<file path="config.mk">
export PLATFORM = sky130hd
export DESIGN_NAME = receptor_sync
export DESIGN_NICKNAME = d
export VERILOG_FILES = /design/src/rtl/receptor_sync_pkg.sv /design/src/rtl/receptor_sync_edge_det.sv /design/src/rtl/receptor_sync.sv
export SDC_FILE = /design/constraint.sdc
export NUM_CORES = 1
export LEC_CHECK = 0
export BUFFER_PORTS_ARGS = -buffer_cell sky130_fd_sc_hd__buf_2
export CAP_MARGIN = 20
export CORE_MARGIN = 2
export CORE_UTILIZATION = 45
export CTS_CLUSTER_DIAMETER = 60
export DETAILED_ROUTE_END_ITERATION = 10
export HOLD_SLACK_MARGIN = 0.12
export PLACE_DENSITY = 0.66
export SKIP_LAST_GASP = 1
export SYNTH_ARGS = -nofsm -noshare
export SYNTH_HDL_FRONTEND = slang
export SYNTH_HIERARCHICAL = 1
export SYNTH_SLANG_ARGS = --single-unit
</file>
<file path="constraint.sdc">
create_clock -name CLK_pix_rate -period 5.3 [get_ports CLK_pix_rate]
set_input_delay 0 -clock CLK_pix_rate [delete_from_list [all_inputs] [get_ports CLK_pix_rate]]
set_output_delay 0 -clock CLK_pix_rate [all_outputs]
set_load 0.1 [all_outputs]
</file>
<file path="src/rtl/receptor_sync_pkg.sv">
// Shared definitions for the sync receptor: FSM encoding, 640x480@60 timing
// defaults (same numbers the VGA generator uses) and a saturating counter helper.
package receptor_sync_pkg;

  typedef enum logic [1:0] {
    ST_SEARCH = 2'd0,
    ST_CHECK  = 2'd1,
    ST_LOCKED = 2'd2
  } state_e;

  // Nominal 640x480@60 timing
  localparam int VGA_H_DISP  = 640;
  localparam int VGA_H_FP    = 16;
  localparam int VGA_H_SYNC  = 96;
  localparam int VGA_H_BP    = 48;
  localparam int VGA_V_DISP  = 480;
  localparam int VGA_V_FP    = 10;
  localparam int VGA_V_SYNC  = 2;
  localparam int VGA_V_BP    = 33;

  // Derived totals and sync-start positions
  localparam int VGA_H_TOTAL = VGA_H_DISP + VGA_H_FP + VGA_H_SYNC + VGA_H_BP;
  localparam int VGA_V_TOTAL = VGA_V_DISP + VGA_V_FP + VGA_V_SYNC + VGA_V_BP;
  localparam int VGA_H_SS    = VGA_H_DISP + VGA_H_FP;
  localparam int VGA_V_SS    = VGA_V_DISP + VGA_V_FP;

  // Counter widths used on the ports
  localparam int CNT_W = 10;
  localparam int ERR_W = 8;

  // Increment an 8-bit count, holding at all-ones instead of wrapping
  function automatic logic [7:0] sat_inc8(input logic [7:0] val);
    logic [7:0] res;
    if (val == 8'hFF) begin
      res = val;
    end else begin
      res = val + 8'd1;
    end
    return res;
  endfunction

endpackage

</file>
<file path="src/rtl/receptor_sync_edge_det.sv">
// Single-register sampler for one active-low sync input. The sample resets
// high (idle level) so the first real assertion after reset reads as a fall.
// fall/rise compare the stored sample with the live input and are only ever
// consumed by registers in the parent.
module sync_edge_det
  import receptor_sync_pkg::*;
(
  input  logic clk,
  input  logic rst_n,
  input  logic sync_in,
  output logic sample,
  output logic fall,
  output logic rise
);

  logic sample_d;
  logic sample_q;

  // Next sample is simply the current input level
  always_comb begin
    sample_d = sync_in;
  end

  // Input sample register, idle-high after reset
  always_ff @(posedge clk or negedge rst_n) begin
    if (!rst_n) begin
      sample_q <= 1'b1;
    end else begin
      sample_q <= sample_d;
    end
  end

  assign sample = sample_q;
  assign fall   = sample_q & ~sync_in;
  assign rise   = ~sample_q & sync_in;

endmodule

</file>
<file path="src/rtl/receptor_sync.sv">
// Sync receptor: recovers pixel coordinates from active-low h/v sync, checks
// every line and frame against the nominal timing and reports lock/errors.
// Counters run freely and are re-aligned by sync falling edges in every state;
// timing checks only run once a first vsync has aligned the counters.
module receptor_sync
  import receptor_sync_pkg::*;
#(
  parameter int H_DISP = VGA_H_DISP,
  parameter int H_FP   = VGA_H_FP,
  parameter int H_SYNC = VGA_H_SYNC,
  parameter int H_BP   = VGA_H_BP,
  parameter int V_DISP = VGA_V_DISP,
  parameter int V_FP   = VGA_V_FP,
  parameter int V_SYNC = VGA_V_SYNC,
  parameter int V_BP   = VGA_V_BP
) (
  input  logic       CLK_pix_rate,
  input  logic       reset,
  input  logic       h_sync_in,
  input  logic       v_sync_in,
  output logic [9:0] pixel_x,
  output logic [9:0] pixel_y,
  output logic       video_on,
  output logic       locked,
  output logic       frame_start,
  output logic       err,
  output logic [7:0] err_cnt
);

  localparam int H_TOTAL = H_DISP + H_FP + H_SYNC + H_BP;
  localparam int V_TOTAL = V_DISP + V_FP + V_SYNC + V_BP;
  localparam int H_SS    = H_DISP + H_FP;
  localparam int V_SS    = V_DISP + V_FP;

  localparam logic [9:0] H_LAST    = 10'(H_TOTAL - 1);
  localparam logic [9:0] V_LAST    = 10'(V_TOTAL - 1);
  localparam logic [9:0] H_SS_C    = 10'(H_SS);
  localparam logic [9:0] H_FALL_AT = 10'(H_SS - 1);
  localparam logic [9:0] H_RISE_AT = 10'(H_SS + H_SYNC - 1);
  localparam logic [9:0] V_SS_C    = 10'(V_SS);
  localparam logic [9:0] V_FALL_AT = 10'(V_SS - 1);
  localparam logic [9:0] V_END_C   = 10'(V_SS + V_SYNC);
  localparam logic [9:0] H_DISP_C  = 10'(H_DISP);
  localparam logic [9:0] V_DISP_C  = 10'(V_DISP);

  logic h_q, h_fall, h_rise;
  logic v_q, v_fall, v_rise_unused;

  logic [9:0] h_cnt_d, h_cnt_q;
  logic [9:0] v_cnt_d, v_cnt_q;
  state_e     state_d, state_q;
  logic       viol;
  logic       err_d, err_q;
  logic [7:0] err_cnt_d, err_cnt_q;
  logic       locked_d, locked_q;
  logic       video_on_d, video_on_q;
  logic       frame_start_d, frame_start_q;

  sync_edge_det u_h_det (
    .clk     (CLK_pix_rate),
    .rst_n   (reset),
    .sync_in (h_sync_in),
    .sample  (h_q),
    .fall    (h_fall),
    .rise    (h_rise)
  );

  sync_edge_det u_v_det (
    .clk     (CLK_pix_rate),
    .rst_n   (reset),
    .sync_in (v_sync_in),
    .sample  (v_q),
    .fall    (v_fall),
    .rise    (v_rise_unused)
  );

  // Free-running position counters with sync-edge alignment loads (vsync wins)
  always_comb begin
    v_cnt_d = v_cnt_q;
    if (h_cnt_q == H_LAST) begin
      h_cnt_d = 10'd0;
      if (v_cnt_q == V_LAST) begin
        v_cnt_d = 10'd0;
      end else begin
        v_cnt_d = v_cnt_q + 10'd1;
      end
    end else begin
      h_cnt_d = h_cnt_q + 10'd1;
    end
    if (h_fall) begin
      h_cnt_d = H_SS_C;
    end else begin
      h_cnt_d = h_cnt_d;
    end
    if (v_fall) begin
      v_cnt_d = V_SS_C;
      h_cnt_d = 10'd0;
    end else begin
      v_cnt_d = v_cnt_d;
    end
  end

  // Timing checks against the current counter and sample registers
  always_comb begin
    viol = 1'b0;
    if (state_q != ST_SEARCH) begin
      viol = (h_fall && (h_cnt_q != H_FALL_AT))
          || (h_rise && (h_cnt_q != H_RISE_AT))
          || ((h_cnt_q == H_SS_C) && h_q)
          || (v_fall && ((v_cnt_q != V_FALL_AT) || (h_cnt_q != H_LAST)))
          || ((v_cnt_q == V_END_C) && (h_cnt_q == 10'd0) && !v_q)
          || ((v_cnt_q == V_SS_C) && (h_cnt_q == 10'd1) && v_q);
    end else begin
      viol = 1'b0;
    end
  end

  // Lock FSM next state and decode of the next output values
  always_comb begin
    state_d = state_q;
    case (state_q)
      ST_SEARCH: begin
        if (v_fall) state_d = ST_CHECK;
        else        state_d = ST_SEARCH;
      end
      ST_CHECK: begin
        if (viol)        state_d = ST_SEARCH;
        else if (v_fall) state_d = ST_LOCKED;
        else             state_d = ST_CHECK;
      end
      ST_LOCKED: begin
        if (viol) state_d = ST_SEARCH;
        else      state_d = ST_LOCKED;
      end
      default: state_d = ST_SEARCH;
    endcase
    // Only a violation seen while locked counts as an error; CHECK just falls back
    err_d         = (state_q == ST_LOCKED) && viol;
    err_cnt_d     = err_d ? sat_inc8(err_cnt_q) : err_cnt_q;
    locked_d      = (state_d == ST_LOCKED);
    video_on_d    = locked_d && (h_cnt_d < H_DISP_C) && (v_cnt_d < V_DISP_C);
    frame_start_d = locked_d && (h_cnt_d == 10'd0) && (v_cnt_d == 10'd0);
  end

  // Position counter registers
  always_ff @(posedge CLK_pix_rate or negedge reset) begin
    if (!reset) begin
      h_cnt_q <= 10'd0;
      v_cnt_q <= 10'd0;
    end else begin
      h_cnt_q <= h_cnt_d;
      v_cnt_q <= v_cnt_d;
    end
  end

  // Lock FSM state and its registered outputs
  always_ff @(posedge CLK_pix_rate or negedge reset) begin
    if (!reset) begin
      state_q       <= ST_SEARCH;
      err_q         <= 1'b0;
      err_cnt_q     <= 8'd0;
      locked_q      <= 1'b0;
      video_on_q    <= 1'b0;
      frame_start_q <= 1'b0;
    end else begin
      state_q       <= state_d;
      err_q         <= err_d;
      err_cnt_q     <= err_cnt_d;
      locked_q      <= locked_d;
      video_on_q    <= video_on_d;
      frame_start_q <= frame_start_d;
    end
  end

  assign pixel_x     = h_cnt_q;
  assign pixel_y     = v_cnt_q;
  assign video_on    = video_on_q;
  assign locked      = locked_q;
  assign frame_start = frame_start_q;
  assign err         = err_q;
  assign err_cnt     = err_cnt_q;

endmodule

</file>
Word-level counts from Yosys, hierarchy flattened
Cells that the tools add are included.
{ "op_classes": {"n_addsub": 3, "multipliers": 0, "n_div": 0, "magnitude_cmp": 2, "eq_ne": 14, "n_shift": 0, "mux": 12, "bitwise": 7, "reduce_logical": 26} }
{ "ops": {"columns": ["op", "n"], "rows": [
  ["$mux 10", 6],
  ["$eq 10x10->1 const B", 3],
  ["$logic_not 10->1", 3],
  ["$ne 10x10->1 const B", 3],
  ["$add 10x1->10 const B", 2],
  ["$eq 10x9->1 const B", 2],
  ["$logic_and 1x1->1", 13],
  ["$eq 10x1->1 const B", 1],
  ["$lt 10x10->1 const B", 1],
  ["$lt 10x9->1 const B", 1],
  ["$ne 10x9->1 const B", 1],
  ["$add 8x1->8 const B", 1],
  ["$eq 8x8->1 const B", 1],
  ["$logic_or 1x1->1", 6],
  ["$mux 2", 3],
  ["$pmux 2 s3", 1],
  ["$eq 2x2->1 const B", 2],
  ["$not 1->1", 4],
  ["$and 1x1->1", 3],
  ["$eq 2x1->1 const B", 1],
  ["$logic_not 2->1", 1],
  ["$mux 1", 2],
  ["$reduce_and 2->1", 1],
  ["$reduce_bool 2->1", 1],
  ["$logic_not 1->1", 1]
]} }
{ "totals": {"reg_bits": 36, "latchBits": 0, "ramBits": 0, "rom_bits": 0, "out_inout_bits": 32, "mem_count": 0} }

Depth between registers and ports, before layout
{ "logic_depth": {"word_depth": 14, "ltp_mapped": 8, "ltp_nobuf": 8} }

Hierarchy
The synthesis kept the hierarchy.
{ "by_module_without_submodules": {"columns": ["mod", "n_inst", "cells_each", "area_per_inst_um2", "seq_area_each_um2"], "rows": [
  ["receptor_sync", 1, 224, 2167.1, 850.8],
  ["sync_edge_det", 2, 3, 41.3, 26.3]
]} }

Worst setup path before layout
OpenSTA, ideal clock, no wires.
{ "synth_path": {"kind": "flip-flop to flip-flop", "from": "register h_cnt_q[0] (netlist: pixel_x[0])", "to": "register err_cnt_q[1] (netlist: err_cnt[1])", "setup_ps": 127, "arrival_ps": 3086, "required_ps": 5173, "setup_slack_ps": 2088, "path_stages_with_launch": 8, "path_buffers": 0, "synth_period_minus_slack_ps": 3212, "path_cell_list": "dfrtp_1 > ha_1 > nand3_1 > or4_1 > a221o_1 > nor3_4 > nor3_2 > mux2_4"} }
{ "synth_via": {"elab_chain_cells": 10, "elab_cells_between_ends": 23, "classes_between": "eq/ne: 5; mux: 1; reduce/logical: 17"} }
{ "synth_rtl": {"columns": ["element", "line", "source"], "rows": [
  ["start: declaration", "receptor_sync.sv:49", "logic [9:0] h_cnt_d, h_cnt_q;"],
  ["start signal: assignment", "receptor_sync.sv:151", "h_cnt_q <= h_cnt_d;"],
  ["$ne 10x10->1, on equally long branches", "receptor_sync.sv:107, receptor_sync.sv:108", null],
  ["$logic_and 1x1->1, on equally long branches", "receptor_sync.sv:107, receptor_sync.sv:108", null],
  ["$logic_or 1x1->1", "receptor_sync.sv:108", "|| (h_rise && (h_cnt_q != H_RISE_AT))"],
  ["$logic_or 1x1->1", "receptor_sync.sv:109", "|| ((h_cnt_q == H_SS_C) && h_q)"],
  ["$logic_or 1x1->1", "receptor_sync.sv:110", "|| (v_fall && ((v_cnt_q != V_FALL_AT) || (h_cnt_q != H_LAST)))"],
  ["$logic_or 1x1->1", "receptor_sync.sv:111", "|| ((v_cnt_q == V_END_C) && (h_cnt_q == 10'd0) && !v_q)"],
  ["$logic_or 1x1->1 *", "receptor_sync.sv:112", "|| ((v_cnt_q == V_SS_C) && (h_cnt_q == 10'd1) && v_q);"],
  ["$mux 1 *", "receptor_sync.sv:106", "if (state_q != ST_SEARCH) begin"],
  ["$logic_and 1x1->1 *", "receptor_sync.sv:138", "err_d = (state_q == ST_LOCKED) && viol;"],
  ["$reduce_and 2->1 (no line) *", null, null],
  ["end signal: assignment", "receptor_sync.sv:168", "err_cnt_q <= err_cnt_d;"],
  ["end: declaration", "receptor_sync.sv:54", "logic [7:0] err_cnt_d, err_cnt_q;"]
]} }
Mark *: on every way between the ends. The rest lies on a longest branch, timed or not.
A chain may end at the register's enable or synchronous reset.

Worst setup path in the final report
Ends and elaborated chain as after synthesis.

==> impl_metrics.tcl <==
set metrics [dict create \
    grt_pass1_wl_um 8270 \
    min_period_over_period 0.517 \
    ctsRootBufferMaster "clkbuf_8" \
    setup_viol 0 \
    drt_wl_total_um 4920 \
    p_clk_frac 0.316 \
    grt_max_degree 37 \
    use_met3 0.0379 \
    layout_setup_ws_ns 2.56 \
    grt_pass1_vias 1683 \
    hpwl_um 3490 \
    irDropWorstVdd_uv 133 \
    power.share.sequential 0.420 \
    intPower_uw 477 \
    critical_path_class "reg -> reg" \
    h-tree-depth 2 \
    required_ns 5.47 \
    drt_first_pass_iters 4 \
    drt_iter0_drc 106 \
    core_area_um2 4750 \
    numClockSinks 36 \
    critPathTopFamily "simple AND/OR/NAND/NOR gates" \
    synth.avg_cell_area_um2 9.79 \
    cp_max_fo 9 \
    grt.busiest_layer "met2" \
    slowest_stage "dfrtp_1" \
    share_comb_of_total_power 0.264 \
    fillerInstances 491 \
    met1_usage 0.284 \
    finalCriticalPeriod_ns 2.74 \
    static-leakage-power_nw 1.13 \
    tritoncts "built" \
    grt.overflow.total 0 \
    drv_slew 0 \
    crit_chain "ha_1 > nand3_1 > or4_1 > a221o_1 > nor3_4 > nor3_2 > mux2_4" \
    drtAntennaViolNets 0 \
    clk_pin_slew_ns 0.08 \
    start_kind "register" \
    num_rows 25 \
    maxCapViolCount 0 \
    critPathBufInv 0 \
    rsz0062_at_grt "no" \
    worstMarginPinSlew_ns 0.828 \
    fp.dieW_um 74.6 \
    layout-drive-gt1-share 0.231 \
    cpPeakStageDelay_ns 0.49 \
    fin_tns_setup_ns 0 \
    swShare 0.377 \
    dpl-instance-area_um2 2440 \
    max_slew_margin 0.444 \
    dieHeight_um 74.6 \
    clockBufferDepth 2 \
    finalNetCount 275 \
    area_growth_pct 15.4 \
    cts_setup_buffers 0 \
    clk_latency_ns 0.29 \
    antennaDiodeCount 0 \
    p_switching_uw 289 \
    powerDensity_nw_per_um2 296 \
    netlist_instances 229 \
    hp-class "in -> async" \
    grt_util_all_layers 0.195 \
    vias 1853 \
    status "finished clean" \
    synthesis.nets 241 \
    crit_arrival_ns 2.91 \
    drc 0 \
    viasPerCell 5.60 \
    final_area_um2 2590 \
    dieArea_um2 5560 \
    dp_slack_ns 2.56 \
    fmax_mhz 365 \
    use_met2 0.291 \
    syn_area_um2 2240 \
    antenna_found_initial 0 \
    hold_viol 0 \
    io_buffer_count 35 \
    numCtsBuffers 5 \
    wl_per_cell_um 14.9 \
    io-pin-count 36 \
    yosysWarningCount 6 \
    skew_ns 0.0113 \
    start_util 0.471 \
    place.gp.congestion 0.901 \
    worst_setup_path_end_kind "register" \
]
worst paths after layout:
| kind | startpoint | endpoint | slack [ns] | depth (start not counted) |
|---|---|---|---|---|
| worst max-delay path | pixel_x[0] | err_cnt[1] | 2.56 | 7 |
| worst min-delay path | reset | pixel_y[4] | 0.32 | 2 |
| worst max register to register | pixel_x[0] | err_cnt[1] | 2.56 | 7 |
| worst min register to register | state_q[1] | state_q[0] | 0.47 | 1 |
| max in group asynchronous | reset | err_cnt[1] | 4.48 | 2 |
| min in group CLK_pix_rate | v_sync_in | u_v_det/sample | 0.36 | 2 |
area by class of cell:
class,count,area [µm²],area share
clock buffers,5,68.8,0.0266
clock inverters,3,42.5,0.0164
inverters,8,30.0,0.0116
multi-input cells,173,1240,0.481
flip-flops and latches,36,903,0.349
well taps,67,83.8,0.0324
repair buffers,39,213,0.0822
worst reg2reg max path: stages, from the launching register on:
cell,delay [ns]
dfrtp_1,0.49
ha_1,0.37
nand3_1,0.13
or4_1,0.48
a221o_1,0.39
nor3_4,0.33
nor3_2,0.12
mux2_4,0.31
per-stage QoR:
stage	utilization	power (mW)	hold slack, ns	cells
4_1_cts	0.544	0.771	0.358	331
3_3_place_gp	0.514	0.527	0.117	320
3_5_place_dp	0.514	0.527	0.118	320
5_1_grt	0.544	0.798	0.364	331
6_report	0.544	0.766	0.322	331
2_1_floorplan	-	0.489	-0.296	229
sequential cells by signal, indices dropped and copies added (netlist names):
name / flops
state_q: 2
u_h_det/sample: 1
frame_start: 1
locked: 1
u_v_det/sample: 1
video_on: 1
pixel_x: 10
err: 1
pixel_y: 10
err_cnt: 8
repair_timing:
action                    4_1_cts  5_1_grt
gates resized for setup         0        0
hold buffers                    3        0
hold endpoints to repair       36        0
power by group through the flow:
stage	registers [mW]	logic, mW	clock network (mW)
after floorplan	0.421	0.0683	0
after global placement	0.326	0.201	0
after detailed placement	0.326	0.201	0
after CTS	0.321	0.203	0.247
after global routing	0.326	0.213	0.259
final	0.321	0.202	0.242
placed cells by master, fill, tap and decap left out, types with 3 or more instances in the layout:
| master | instances |
|---|---|
| buf_2 | 35 |
| nor4_1 | 4 |
| and3_1 | 7 |
| nand4_1 | 8 |
| o21ai_0 | 4 |
| nor3_2 | 3 |
| a31o_2 | 3 |
| nor2b_1 | 10 |
| nand4b_1 | 5 |
| or4_1 | 4 |
| or3_1 | 4 |
| nand3_1 | 11 |
| clkbuf_8 | 5 |
| xnor2_1 | 5 |
| dfrtp_1 | 34 |
| dlygate4sd3_1 | 3 |
| inv_1 | 8 |
| nor2_1 | 15 |
| xor2_1 | 11 |
| nor3_1 | 8 |
| nand2_1 | 10 |
| a21oi_1 | 6 |
| a211o_1 | 3 |
| nand2b_1 | 8 |
| ha_1 | 8 |
per-layer routing:
metal | vias to the layer above | wire length (µm)
li1 | 915 | -
met1 | 874 | 2310
met2 | 58 | 2240
met3 | 6 | 319
met4 | 0 | 53
met5 | - | 0
No activity file was read; power rests on OpenSTA's default activity.
